==> src/rtl/alu_wb_seq.sv <==
// alu_wb_seq: execute/writeback sequencer between the accumulator register
// file read ports and its write port. Runs one ALU op per start request,
// either in a single cycle (ADD/SUB/AND/XOR/MOV, zero-count shifts) or
// iteratively (shifts one bit per cycle, shift-add multiply), then issues
// exactly one write strobe in the WB cycle.
//
// Optional feature macro: ALU_MUL_EN
//   defined   -> op 6 is a W-cycle unsigned shift-add multiply
//   undefined -> op 6 is a one-cycle NOP: done pulses, no strobe, and
//                writeValue/carry/zero keep their previous values
module alu_wb_seq #(
  parameter int unsigned W = 8,
  parameter int unsigned D = 4
) (
  input  logic         CLK,
  input  logic         Reset,
  input  logic         start,
  input  logic [2:0]   op,
  input  logic         dest_acc,
  input  logic [D-1:0] reg_index_in,
  input  logic [W-1:0] Acc_in,
  input  logic [W-1:0] Reg_in,
  output logic         busy,
  output logic         done,
  output logic         AccWrite,
  output logic         RegWrite,
  output logic [D-1:0] reg_index,
  output logic [W-1:0] writeValue,
  output logic         carry,
  output logic         zero
);

  localparam int unsigned CW = $clog2(W + 1);

  localparam logic [2:0] OP_ADD = 3'd0;
  localparam logic [2:0] OP_SUB = 3'd1;
  localparam logic [2:0] OP_AND = 3'd2;
  localparam logic [2:0] OP_XOR = 3'd3;
  localparam logic [2:0] OP_SHL = 3'd4;
  localparam logic [2:0] OP_SHR = 3'd5;
  localparam logic [2:0] OP_MUL = 3'd6;
  localparam logic [2:0] OP_MOV = 3'd7;

  typedef enum logic [1:0] {
    IDLE = 2'd0,
    EXEC = 2'd1,
    WB   = 2'd2
  } state_t;

  state_t          state;
  logic [2:0]      op_q;
  logic            dest_q;
  logic [D-1:0]    idx_q;
  logic [W-1:0]    sh_q;
  logic [CW-1:0]   cnt_q;

`ifdef ALU_MUL_EN
  logic [W-1:0]    mcand_q;
  logic [2*W-1:0]  prod_q;
  logic [W:0]      mul_sum;
  logic [2*W-1:0]  prod_next;
`endif

  logic [W:0]      fast_sum;
  logic [W-1:0]    fast_res;
  logic            fast_cy;
  logic            long_shift;
  logic [W-1:0]    sh_next;
  logic [W-1:0]    exec_res;
  logic            exec_cy;

  // Single-cycle result straight from the read ports at the accepting edge
  always_comb begin
    fast_sum = '0;
    fast_res = Acc_in;
    fast_cy  = 1'b0;
    case (op)
      OP_ADD: begin
        fast_sum = {1'b0, Acc_in} + {1'b0, Reg_in};
        fast_res = fast_sum[W-1:0];
        fast_cy  = fast_sum[W];
      end
      OP_SUB: begin
        // Bit W of the widened difference is the borrow (A < B unsigned)
        fast_sum = {1'b0, Acc_in} - {1'b0, Reg_in};
        fast_res = fast_sum[W-1:0];
        fast_cy  = fast_sum[W];
      end
      OP_AND:  fast_res = Acc_in & Reg_in;
      OP_XOR:  fast_res = Acc_in ^ Reg_in;
      OP_MOV:  fast_res = Reg_in;
      default: fast_res = Acc_in;
    endcase
  end

  // Shifts with a nonzero count need the iterative path
  always_comb begin
    long_shift = ((op == OP_SHL) || (op == OP_SHR)) && (Reg_in[2:0] != 3'd0);
  end

  // One iteration of the multi-cycle datapath from the latched operands
  always_comb begin
    if (op_q == OP_SHL) begin
      sh_next = {sh_q[W-2:0], 1'b0};
      exec_cy = sh_q[W-1];
    end else begin
      sh_next = {1'b0, sh_q[W-1:1]};
      exec_cy = sh_q[0];
    end
    exec_res = sh_next;
`ifdef ALU_MUL_EN
    // Add multiplicand into the upper half when the multiplier LSB is set,
    // then shift the whole product right by one
    mul_sum   = {1'b0, prod_q[2*W-1:W]} + (prod_q[0] ? {1'b0, mcand_q} : '0);
    prod_next = {mul_sum, prod_q[W-1:1]};
    if (op_q == OP_MUL) begin
      exec_res = prod_next[W-1:0];
      exec_cy  = |prod_next[2*W-1:W];
    end
`endif
  end

  // Sequencer: IDLE -> (EXEC) -> WB -> IDLE with registered strobes and flags
  always_ff @(posedge CLK) begin
    if (Reset) begin
      state      <= IDLE;
      busy       <= 1'b0;
      done       <= 1'b0;
      AccWrite   <= 1'b0;
      RegWrite   <= 1'b0;
      reg_index  <= '0;
      writeValue <= '0;
      carry      <= 1'b0;
      zero       <= 1'b0;
      op_q       <= '0;
      dest_q     <= 1'b0;
      idx_q      <= '0;
      sh_q       <= '0;
      cnt_q      <= '0;
`ifdef ALU_MUL_EN
      mcand_q    <= '0;
      prod_q     <= '0;
`endif
    end else begin
      done     <= 1'b0;
      AccWrite <= 1'b0;
      RegWrite <= 1'b0;
      case (state)
        IDLE: begin
          if (start) begin
            op_q   <= op;
            dest_q <= dest_acc;
            idx_q  <= reg_index_in;
            sh_q   <= Acc_in;
            busy   <= 1'b1;
            if (op == OP_MUL) begin
`ifdef ALU_MUL_EN
              mcand_q <= Acc_in;
              prod_q  <= {W'(0), Reg_in};
              cnt_q   <= CW'(W);
              state   <= EXEC;
`else
              done  <= 1'b1;
              state <= WB;
`endif
            end else if (long_shift) begin
              cnt_q <= CW'(Reg_in[2:0]);
              state <= EXEC;
            end else begin
              writeValue <= fast_res;
              carry      <= fast_cy;
              zero       <= (fast_res == '0);
              AccWrite   <= dest_acc;
              RegWrite   <= ~dest_acc;
              reg_index  <= reg_index_in;
              done       <= 1'b1;
              state      <= WB;
            end
          end
        end
        EXEC: begin
          cnt_q <= cnt_q - CW'(1);
          sh_q  <= sh_next;
`ifdef ALU_MUL_EN
          prod_q <= prod_next;
`endif
          // Last iteration writes back directly so WB lands on t+1+count
          if (cnt_q == CW'(1)) begin
            writeValue <= exec_res;
            carry      <= exec_cy;
            zero       <= (exec_res == '0);
            AccWrite   <= dest_q;
            RegWrite   <= ~dest_q;
            reg_index  <= idx_q;
            done       <= 1'b1;
            state      <= WB;
          end
        end
        WB: begin
          busy  <= 1'b0;
          state <= IDLE;
        end
        default: begin
          busy  <= 1'b0;
          state <= IDLE;
        end
      endcase
    end
  end

endmodule
==> config.mk <==
export PLATFORM = sky130hd
export DESIGN_NAME = alu_wb_seq
export DESIGN_NICKNAME = d
export VERILOG_FILES = /design/src/rtl/alu_wb_seq.sv
export SDC_FILE = /design/constraint.sdc
export NUM_CORES = 1
export LEC_CHECK = 0
export BUFFER_PORTS_ARGS = -buffer_cell sky130_fd_sc_hd__buf_4
export CAP_MARGIN = 10
export CORE_ASPECT_RATIO = 1.25
export CORE_MARGIN = 2
export CORE_UTILIZATION = 58
export CTS_CLUSTER_DIAMETER = 100
export DETAILED_ROUTE_END_ITERATION = 16
export GPL_TIMING_DRIVEN = 0
export PLACE_DENSITY = 0.81
export SKIP_CTS_REPAIR_TIMING = 1
export SLEW_MARGIN = 20
export SYNTH_ARGS = -nofsm -noshare
export SYNTH_HDL_FRONTEND = slang
export SYNTH_SLANG_ARGS = --single-unit
==> constraint.sdc <==
create_clock -name CLK -period 3.2 [get_ports CLK]
set_clock_uncertainty 0.05 [all_clocks]
set_input_delay 0.16 -clock CLK [delete_from_list [all_inputs] [get_ports CLK]]
set_output_delay 0.16 -clock CLK [all_outputs]
set_load 0.005 [all_outputs]
After elaboration in Yosys (flattened, before gate mapping)
Index checks and enable logic that the tools add are counted.
{ "word_totals": {"reg_bits": 40, "input_bits": 27, "elab_cells": 103} }
{ "op_classes": {"n_reduce_logical": 14, "n_bitwise": 5, "n_addsub": 3, "n_eq_ne": 15, "n_mux": 52} }
{ "op_table": {"columns": ["operator", "count"], "rows": [
  ["8-bit 2-to-1 mux", 6],
  ["8-bit case mux with 5 select lines", 1],
  ["8-bit case mux with 2 select lines", 2],
  ["4-bit 2-to-1 mux", 7],
  ["1-bit 2-to-1 mux", 22],
  ["8-bit logical NOT", 2],
  ["4-bit case mux with 2 select lines", 2],
  ["3-bit equality test, second input constant", 5],
  ["1-bit case mux with 2 select lines", 7],
  ["2-bit != test, second input constant", 5],
  ["8-bit by 8-bit adder with 9-bit output", 1],
  ["8-bit by 8-bit subtractor with 9-bit output", 1],
  ["8-bit AND", 1],
  ["2-bit 2-to-1 mux", 4],
  ["2-bit AND reduction", 4],
  ["8-bit XOR", 1],
  ["3-bit by 2-bit equality test with 1-bit output, second input constant", 2],
  ["5-bit AND reduction", 1],
  ["4-bit by 1-bit equality test with 1-bit output, second input constant", 1],
  ["2-bit case mux with 2 select lines", 1],
  ["4-bit AND reduction", 1],
  ["4-bit by 1-bit subtractor with 4-bit output, second input constant", 1],
  ["3-bit by 1-bit equality test with 1-bit output, second input constant", 1],
  ["3-bit logical NOT", 1],
  ["other kinds (7)", 9]
]} }

Longest topological paths before layout
{ "depth": {"depth_word": 7, "mapped_depth": 11} }

Worst setup path after synthesis
Ideal clock, no wire load.
{ "synth_timing": {"kind": "input to register", "startpoint": "input port Acc_in[0]", "endpoint": "register zero", "arrival_ns": 2.240, "required_ns": 3.062, "setup_slack_ns": 0.822, "path_stages": 11, "cell_sequence": "inv_1 > ha_1 > inv_1 > fa_1 > a211oi_4 > o21a_1 > nor2_1 > xnor2_1 > a21o_1 > or4b_1 > o32ai_2"} }
{ "synth_between": {"elab_chain_cells": 7, "word_cells_on_any_way": 10, "cone_classes": "add/sub: 2; mux: 5; bitwise: 2; reduce/logical: 1"} }
{ "synth_rtl": {"columns": ["element", "line_no", "text"], "rows": [
  ["start: declaration", "21", "input logic [W-1:0] Acc_in,"],
  ["8-bit by 8-bit subtractor with 9-bit output (tied with other cells)", "85", "fast_sum = {1'b0, Acc_in} - {1'b0, Reg_in};"],
  ["8-bit case mux with 5 select lines (*)", "77", "case (op)"],
  ["8-bit logical NOT (*)", "172", "zero <= (fast_res == '0);"],
  ["1-bit 2-to-1 mux (*)", "166", "end else if (long_shift) begin"],
  ["1-bit 2-to-1 mux (*)", "156", "if (op == OP_MUL) begin"],
  ["1-bit 2-to-1 mux (*)", "150", "if (start) begin"],
  ["1-bit case mux with 2 select lines (*)", "148", "case (state)"],
  ["end signal: assignment", "172", null],
  ["end signal: assignment", "191", "zero <= (exec_res == '0);"],
  ["end: declaration", "30", "output logic zero"]
]} }
Every way passes the cells marked *; elsewhere a longest branch is shown, timed or not. The select of a mux whose other input is x is not followed.
A chain may end at the register's enable or synchronous reset.

Worst setup path after layout
Ends and elaborated chain as after synthesis.

==> results.yml <==
setup_path:
  r2r_cells: 8
  r2r_slack_ns: 0.91
  critPathMaxStageDelay_ns: 0.47
  critPathCaptureType: "flop"
  critical_path_required_ns: 3.37
  crit_path_start_kind: "input port"
  worstPathCellList: "buf_4 > inv_1 > ha_1 > inv_1 > fa_1 > a211oi_4 > o31ai_1 > a21oi_1 > o221ai_2 > o211ai_2 > or4b_1 > o32ai_2"
  worstPathMaxFanout: 4
  path_class: "in2reg"
  crit_slowest_cell: "or4b_1"
  cpMostUsedCell: "inv_1"
  arrival_ns: 2.63
  r2r_end: "AccWrite"
  r2r_start: "state[1]"
outcome:
  status: "completed"
min_path:
  hold_depth: 3
  min_to: "idx_q[3]"
  min-delay-start: "reg_index_in[3]"
  hp-class: "in2reg"
clock_network:
  clk_path_buf_depth: 2
  cts-root-buf: "clkbuf_8"
  cts_tree: "built"
  clk_pin_slew_worst_paths_ns: 0.08
  cts.sink_count: 40
  clock_latency_ns: 0.30
  cts_buffers: 5
  htreeDepth: 2
timing:
  rsz0062_at_grt: "no"
  slew_violations: 0
  max_freq_mhz: 407
  setup_viol: 0
  slew_headroom: 0.639
  post-route-min-period_ns: 2.46
  min_period_over_period: 0.767
  setup_slack_ns: 0.745
  hold_viol_final: 0
  tns_ns: 0
  worst_slew_pin_slew_ns: 0.541
synthesis:
  syn_avg_cell_area_um2: 7.51
  ys_warn_count: 0
  syn_area_um2: 3030
  synth-edff-count: 0
  synth_ff_type: "dfxtp_1"
  yosysSeqAreaShare: 0.265
  synth_nets: 451
  syn-instance-count: 403
  synth.distinct_cells: 64
  synth_seq_cells: 40
  synthArstFlopShare: 0
layout:
  final_cells: 514
  post-route-util: 0.694
  layout-drive-gt1-share: 0.173
  diodes: 0
  area_growth_pct: 15.6
  mostFrequentLayoutCell: "nand2_1"
  nFillCells: 441
  nets: 499
  most-common-layout-cells: "nand2_1 (59), nor2_1 (46), buf_4 (43), dfxtp_1 (40), a21oi_1 (38)"
grt:
  antenna_found_initial: 0
  grt_pass1_vias: 3021
  grt_usage: 0.320
  grt_first_pass_wirelength_um: 14100
  grt_start_max_net_pins: 14
  gr-total-overflow: 0
die:
  core_um2: 5040
  boundaryPins: 45
  num_rows: 29
  die_h_um: 84.8
  dieArea_um2: 5820
  start_util: 0.600
  die_w_um: 68.6
pwr:
  peakVddDrop_uv: 161
  p_per_area_nw_per_um2: 384
  power.leakage_nw: 1.46
route:
  vias: 3209
  final_antenna_net_count: 0
  viasPerCell: 6.24
  drtIter0Drc: 237
  drc_errors: 0
  routed_wl_um: 8790
  wl_per_cell_um: 17.1
  drt-pass1-iter-count: 5
placement:
  post-place-ws_ns: 0.481
  dp_cells: 506
  gp_congestion: 0.928
  dp_hpwl_um: 6740
  port_buffers: 41
run:
  max-cap-violations: 0
## layout make-up
cell class	count	area, um2	area share
plain buffers	28	146	0.0418
clock buffers	5	68.8	0.0197
clock inverters	3	18.8	0.00536
inverters	19	71.3	0.0204
multi-input cells	316	2010	0.574
flip-flops and latches	40	801	0.229
well taps	62	77.6	0.0222
repair buffers	41	308	0.0880
## metrics by stage
step,total power [mW],cell area (um2),hold WS [ns]
3_3_place_gp,0.997,3410,0.373
6_report,1.34,3500,0.0640
3_5_place_dp,1.01,3410,0.386
5_1_grt,1.41,3500,0.0688
4_1_cts,1.33,3500,0.0699
2_1_floorplan,0.860,3030,0.246
## worst max-delay path: cells and delay by family
kind	cells	cell delay, ns
AO/OA/AOI/OAI	6	1.15
buffers and inverters	3	0.24
AND/OR/NAND/NOR	1	0.47
adder cells (fa/ha/maj)	2	0.59
## cells by family after synthesis
| logic type | after synthesis | synth area share |
|---|---|---|
| compound gates | 119 | 0.277 |
| xor+xnor | 4 | 0.0116 |
| fa+ha+maj | 21 | 0.0918 |
| buf+inv | 47 | 0.0719 |
| flops | 40 | 0.265 |
| mux | 12 | 0.0409 |
| simple gates | 160 | 0.243 |
## worst max-delay path by stage
stage | from | to | cells past startpoint
6_report | Acc_in[0] | zero | 12
5_1_grt | Acc_in[0] | zero | 12
4_1_cts | Acc_in[0] | zero | 12
3_5_place_dp | Acc_in[0] | zero | 12
3_3_place_gp | Acc_in[0] | zero | 12
2_1_floorplan | Acc_in[0] | zero | 11
## registers in the layout (all words and copies together) (netlist names), 2 cells and up
register / cells
state: 2
sh_q: 8
cnt_q: 4
idx_q: 4
op_q: 3
reg_index: 4
writeValue: 8
## routing by layer
metal | up-vias | share of wire | GRT usage
li1 | 1547 | - | -
met1 | 1484 | 0.41 | 0.374
met2 | 148 | 0.50 | 0.566
met3 | 30 | 0.054 | 0.0429
met4 | 0 | 0.035 | 0.127
met5 | - | 0 | 0
## where the power goes
part           leakage [nW]  internal [mW]  switching [mW]
Sequential            0.329          0.537          0.0246
Combinational          1.08          0.187           0.256
Clock                0.0479          0.152           0.187
## cells in the mapped netlist, types with 2 or more instances
cell type	number	area, um2
a21o_1	2	15.0
o2111ai_1	3	26.3
o21a_1	3	22.5
nor2b_1	7	43.8
o31ai_1	3	22.5
buf_2	9	45.0
fa_1	2	40.0
clkbuf_1	13	48.8
o211ai_1	3	22.5
nand4_1	3	18.8
a22oi_1	3	22.5
nand3_1	12	60.1
a22o_1	2	17.5
or3_1	2	12.5
o211a_1	2	20.0
nand2b_1	4	25.0
a31oi_1	5	31.3
a211oi_1	7	52.6
dfxtp_1	40	801
mux2i_1	9	90.1
nor3_1	12	60.1
nor2_1	46	173
nand2_1	59	221
a221oi_1	7	61.3
a21oi_1	38	190
inv_1	18	67.6
o22ai_1	2	12.5
mux2_1	2	22.5
nor3b_1	2	15.0
o21ai_0	18	90.1
xnor2_1	3	26.3
buf_6	3	33.8
buf_4	2	15.0
a311oi_1	7	61.3
ha_1	19	238
nor4_1	3	18.8
Power figures use the tool's default switching activity.
